<file path="config.mk">
export PLATFORM = sky130hd
export DESIGN_NAME = serial_subtractor_128
export DESIGN_NICKNAME = d
export VERILOG_FILES = /design/src/rtl/serial_subtractor_128.sv
export SDC_FILE = /design/constraint.sdc
export NUM_CORES = 1
export LEC_CHECK = 0
export ABC_AREA = 1
export BUFFER_PORTS_ARGS = -buffer_cell sky130_fd_sc_hd__buf_2
export CORE_MARGIN = 10
export CORE_UTILIZATION = 30
export DETAILED_ROUTE_END_ITERATION = 16
export GPL_TIMING_DRIVEN = 0
export PLACE_DENSITY = 0.61
export SYNTH_ARGS = -nofsm -noshare
export SYNTH_HDL_FRONTEND = slang
export SYNTH_SLANG_ARGS = --single-unit
</file>
<file path="constraint.sdc">
create_clock -name clk -period 1.3 [get_ports clk]
set_input_delay 0.195 -clock clk [delete_from_list [all_inputs] [get_ports clk]]
set_output_delay 0.195 -clock clk [all_outputs]
set_load 0.01 [all_outputs]
</file>
<file path="src/rtl/serial_subtractor_128.sv">
// Bit-serial two's-complement subtractor computing result = a - b.
// One full-adder slice runs LSB first on a and ~b, with an initial carry of 1.
// A start/busy/done handshake lets the ALU control launch an operation and wait for it.
module serial_subtractor_128 #(
  parameter int WIDTH = 128
) (
  input  logic             clk,
  input  logic             rst_n,
  input  logic             start,
  input  logic [WIDTH-1:0] a,
  input  logic [WIDTH-1:0] b,
  output logic             busy,
  output logic             done,
  output logic [WIDTH-1:0] result,
  output logic             borrow,
  output logic             overflow,
  output logic             zero
);

  localparam int CW = (WIDTH > 2) ? $clog2(WIDTH) : 1;
  localparam logic [CW-1:0] LAST_COUNT = CW'(WIDTH - 1);

  typedef enum logic [1:0] {
    IDLE = 2'd0,
    RUN  = 2'd1,
    DONE = 2'd2
  } state_t;

  state_t           state_reg, state_next;
  logic [CW-1:0]    count_reg;
  logic [WIDTH-1:0] a_sh_reg;
  logic [WIDTH-1:0] b_sh_reg;
  logic [WIDTH-1:0] res_sh_reg;
  logic             carry_reg;
  logic             zero_acc_reg;
  logic             a_msb_reg;
  logic             b_msb_reg;

  logic             busy_reg;
  logic             done_reg;
  logic [WIDTH-1:0] result_reg;
  logic             borrow_reg;
  logic             overflow_reg;
  logic             zero_reg;

  logic             accept;
  logic             last_bit;
  logic             nb0;
  logic             sum_bit;
  logic             carry_next;

  // An operation can be launched from IDLE or from the single DONE cycle (back-to-back).
  assign accept   = start && ((state_reg == IDLE) || (state_reg == DONE));
  assign last_bit = (state_reg == RUN) && (count_reg == LAST_COUNT);

  // Full-adder slice on a[0] and inverted b[0].
  assign nb0        = ~b_sh_reg[0];
  assign sum_bit    = a_sh_reg[0] ^ nb0 ^ carry_reg;
  assign carry_next = (a_sh_reg[0] & nb0) | (a_sh_reg[0] & carry_reg) | (nb0 & carry_reg);

  // State register.
  always_ff @(posedge clk or negedge rst_n) begin
    if (!rst_n) begin
      state_reg <= IDLE;
    end else begin
      state_reg <= state_next;
    end
  end

  // Next-state logic.
  always_comb begin
    state_next = state_reg;
    case (state_reg)
      IDLE:    if (accept) state_next = RUN;
      RUN:     if (last_bit) state_next = DONE;
      DONE:    state_next = accept ? RUN : IDLE;
      default: state_next = IDLE;
    endcase
  end

  // Serial datapath: operand shifters, carry, zero accumulator and bit counter.
  always_ff @(posedge clk or negedge rst_n) begin
    if (!rst_n) begin
      count_reg    <= '0;
      a_sh_reg     <= '0;
      b_sh_reg     <= '0;
      res_sh_reg   <= '0;
      carry_reg    <= 1'b0;
      zero_acc_reg <= 1'b0;
      a_msb_reg    <= 1'b0;
      b_msb_reg    <= 1'b0;
    end else if (accept) begin
      count_reg    <= '0;
      a_sh_reg     <= a;
      b_sh_reg     <= b;
      carry_reg    <= 1'b1;
      zero_acc_reg <= 1'b1;
      a_msb_reg    <= a[WIDTH-1];
      b_msb_reg    <= b[WIDTH-1];
    end else if (state_reg == RUN) begin
      count_reg    <= count_reg + CW'(1);
      a_sh_reg     <= {1'b0, a_sh_reg[WIDTH-1:1]};
      b_sh_reg     <= {1'b0, b_sh_reg[WIDTH-1:1]};
      res_sh_reg   <= {sum_bit, res_sh_reg[WIDTH-1:1]};
      carry_reg    <= carry_next;
      zero_acc_reg <= zero_acc_reg & ~sum_bit;
    end
  end

  // Registered handshake and result/flag outputs; results load on the edge entering DONE.
  // busy rises one cycle after acceptance and drops on the edge that enters DONE.
  always_ff @(posedge clk or negedge rst_n) begin
    if (!rst_n) begin
      busy_reg     <= 1'b0;
      done_reg     <= 1'b0;
      result_reg   <= '0;
      borrow_reg   <= 1'b0;
      overflow_reg <= 1'b0;
      zero_reg     <= 1'b0;
    end else begin
      busy_reg <= (state_reg == RUN) && !last_bit;
      done_reg <= last_bit;
      if (last_bit) begin
        result_reg   <= {sum_bit, res_sh_reg[WIDTH-1:1]};
        borrow_reg   <= ~carry_next;
        zero_reg     <= zero_acc_reg & ~sum_bit;
        overflow_reg <= (a_msb_reg != b_msb_reg) && (sum_bit != a_msb_reg);
      end
    end
  end

  assign busy     = busy_reg;
  assign done     = done_reg;
  assign result   = result_reg;
  assign borrow   = borrow_reg;
  assign overflow = overflow_reg;
  assign zero     = zero_reg;

endmodule

</file>
==> flow_summary_export.csv <==
group,metric,value,unit
floorplan,dieWidth,290.2,um
global_route,grt_pass1_wl,118.5,mm
drt,ant_nets,0,
clock_tree,insertion_delay,0.62,ns
floorplan,row_count,99,
sta,finClkSkew,0.02619,ns
global_route,grt_use_total,17.35,%
global_route,grt_pass1_vias,20630,
critical_path,r2r_cells,8,
floorplan,fp.dieH,290.2,um
floorplan,start_util,30.12,%
logic_synthesis,synth-edff-count,0,
power_and_ir_drop,peakVddDrop,890.7,uV
floorplan,core,72710,um2
finish,fillers,6898,
clock_tree,cts_tree,"built",
logic_synthesis,syn_area_per_cell,8.788,um2
logic_synthesis,synth_cell_types,24,
global_route,gr-total-overflow,0,
sta,relSlewSlack,46.25,%
run_status,violations,"hold timing, setup timing",
placed_design,gp_congestion,0.8179,
critical_path,critPathCaptureType,"register",
worst_hold_path,hold_class,"in -> async",
placed_design,io_buffers,391,
sta,tightest_slew,0.8062,ns
drt,drtPass1Iterations,6,
sta,holdWs,-0.3247,ns
clock_tree,clk_path_buf_depth,3,
logic_synthesis,synth_nets,2753,
logic_synthesis,netlist_area,21900,um2
logic_synthesis,synthArstFlopShare,100.0,%
finish,finalNetCount,3508,
drt,drc,0,
drt,routed-via-count,20140,
floorplan,die-area,84200,um2
critical_path,cp_max_fo,8,
critical_path,rr_startpoint,"state_reg[0]",
sta,drv_slew,0,
floorplan,pin_count,392,
clock_tree,clock-root-buffer,"clkbuf_16",
clock_tree,clk_pin_slew,0.06,ns
critical_path,reg2reg_to,"a_sh_reg[105]",
clock_tree,cts.sinks,529,
sta,rsz0062_at_grt,"yes",
global_route,grt_max_degree,118,
logic_synthesis,synthCells,2492,
sta,tns,-93.65,ns
power_and_ir_drop,p_per_area,1112,nW/um2
sta,fmax,0.6361,GHz
logic_synthesis,ys_ff_latch,529,
critical_path,crit_arrival,2.07,ns
sta,fin_crit,1.572,ns
drt,drt-initial-drc-count,1264,
clock_tree,postCtsHoldBufs,256,
sta,setup_violations,649,
logic_synthesis,synthFlopType,"dfrtp_1",
drt,via_per_inst,4.715,
finish,synthToLayoutAreaGrowth,46.97,%
drt,routed_wl,77.01,mm
finish,drive_gt1_share,25.77,%
clock_tree,cts_buffers,59,
placed_design,place_ws,-0.8292,ns
critical_path,reg2reg_setup_slack,-0.27,ns
run_status,status,"finished with violations",
sta,period_share,120.9,%
sta,final.setup.worst_slack,-0.2720,ns
critical_path,required,1.79,ns
critical_path,cp-start-kind,"register",
global_route,antenna_found_initial,26,
clock_tree,htree_levels,2,
logic_synthesis,yosysSeqAreaShare,60.45,%
drt,wire_per_inst,18.03,um
sta,hold_viol,100,
power_and_ir_drop,power.leakage,15.59,nW
placed_design,dpl.hpwl,49.82,mm
critical_path,path_class,"reg -> reg",
critical_path,startpoint,"state_reg[0]",
logic_synthesis,yosysWarnings,0,
flow_run,maxCapViolations,0,
-- critical path: stages, from the launching register on --
cell and delay, ns:
dfrtp_2 0.46, inv_4 0.08, nand2_8 0.16, nand2_8 0.08
buf_12 0.16, clkbuf_16 0.18, clkbuf_16 0.15, o211ai_1 0.08
o21ai_1 0.09
-- cell usage after synthesis, types with 2 or more instances --
cell	count	share of area [%]
o211ai_1	34	1.2
nand2_1	666	11
buf_2	43	0.98
nand3_1	9	0.21
o21ai_0	565	13
clkbuf_1	105	1.8
buf_6	12	0.62
inv_1	239	4.1
o22ai_1	4	0.11
inv_2	2	0.034
nor2_1	105	1.8
dfrtp_1	529	60
buf_1	3	0.051
a21oi_1	91	2.1
o21ai_2	6	0.24
o21ai_1	66	1.5
buf_4	6	0.21
-- worst max-delay path by stage --
| stage | endpoint | slack, ns | cells after the start |
|---|---|---|---|
| 2_1_floorplan | result[121] | -0.06 | 9 |
| 3_3_place_gp | b_sh_reg[43] | -11.55 | 1 |
| 3_5_place_dp | b_sh_reg[90] | -0.83 | 6 |
| 4_1_cts | a_sh_reg[126] | -0.31 | 8 |
| 5_1_grt | b_sh_reg[59] | -0.35 | 6 |
| 6_report | a_sh_reg[105] | -0.27 | 8 |
-- layer usage --
metal | track usage (%) | vias up | routed length [um]
met4 | 5.473 | 14 | 2241
met1 | 22.78 | 9783 | 33620
met5 | 0 | - | 89
li1 | - | 9571 | -
met3 | 3.534 | 175 | 4359
met2 | 28.33 | 594 | 36700
-- power by group --
part	internal, mW	total [mW]	switching (mW)
clock network	10.8	17.8	7.03
logic	0.812	1.48	0.664
registers	16.5	16.5	0
total	28.1	35.8	7.70
-- per-stage QoR --
step	power, mW	instances	utilization [%]	instance area [um2]
floorplan	16.77	2492	-	21960
global placement	17.57	3842	34.55	25120
detailed placement	17.60	3846	34.71	25240
CTS	36.23	4225	42.13	30640
global route	36.97	4268	44.25	32180
finish	35.78	4271	44.26	32180
-- cell type report --
class	instances	area [um2]	share of cell area, %
sequential	529	13240	41.14
inverter	241	917.1	2.850
buffer	167	1642	5.101
clock buffer	86	1740	5.408
tap	959	1200	3.728
antenna	21	52.55	0.1633
clock inverter	19	312.8	0.9719
timing repair buffer	695	5469	16.99
multi-input combinational	1554	7611	23.65
-- repair_timing --
action / 4_1_cts / 5_1_grt
hold endpoints to repair: 358 / 100
resized for setup: 254 / 469
pin swaps: 2 / 32
buffers inserted: 13 / 6
setup endpoints to repair: 662 / 772
gates cloned: 5 / 22
-- cell families (layout without fill, tap and decap cells) --
family                     count (synthesis)  count (layout)  synth area share (%)
buffers and inverters                    410            1208                 7.788
AOI/OAI and AO/OA                        767             767                 18.06
DFF                                      529             529                 60.45
other                                      0              21                     0
adders and majority gates                  2               2                0.1485
and+or+nand+nor                          784             785                 13.55
-- placed cells by master (no fill, tap or decap), drive strengths merged, types with 9 or more instances in the layout --
| master | netlist | layout |
|---|---|---|
| dlygate4sd3 | 0 | 256 |
| dfrtp | 529 | 529 |
| nor2 | 105 | 105 |
| diode | 0 | 21 |
| buf | 64 | 523 |
| nand2 | 668 | 669 |
| a21oi | 91 | 91 |
| inv | 241 | 243 |
| clkbuf | 105 | 169 |
| o21ai | 637 | 637 |
| o211ai | 34 | 34 |
| nand3 | 9 | 9 |
Note: power is estimated with default switching activity, not from simulation.
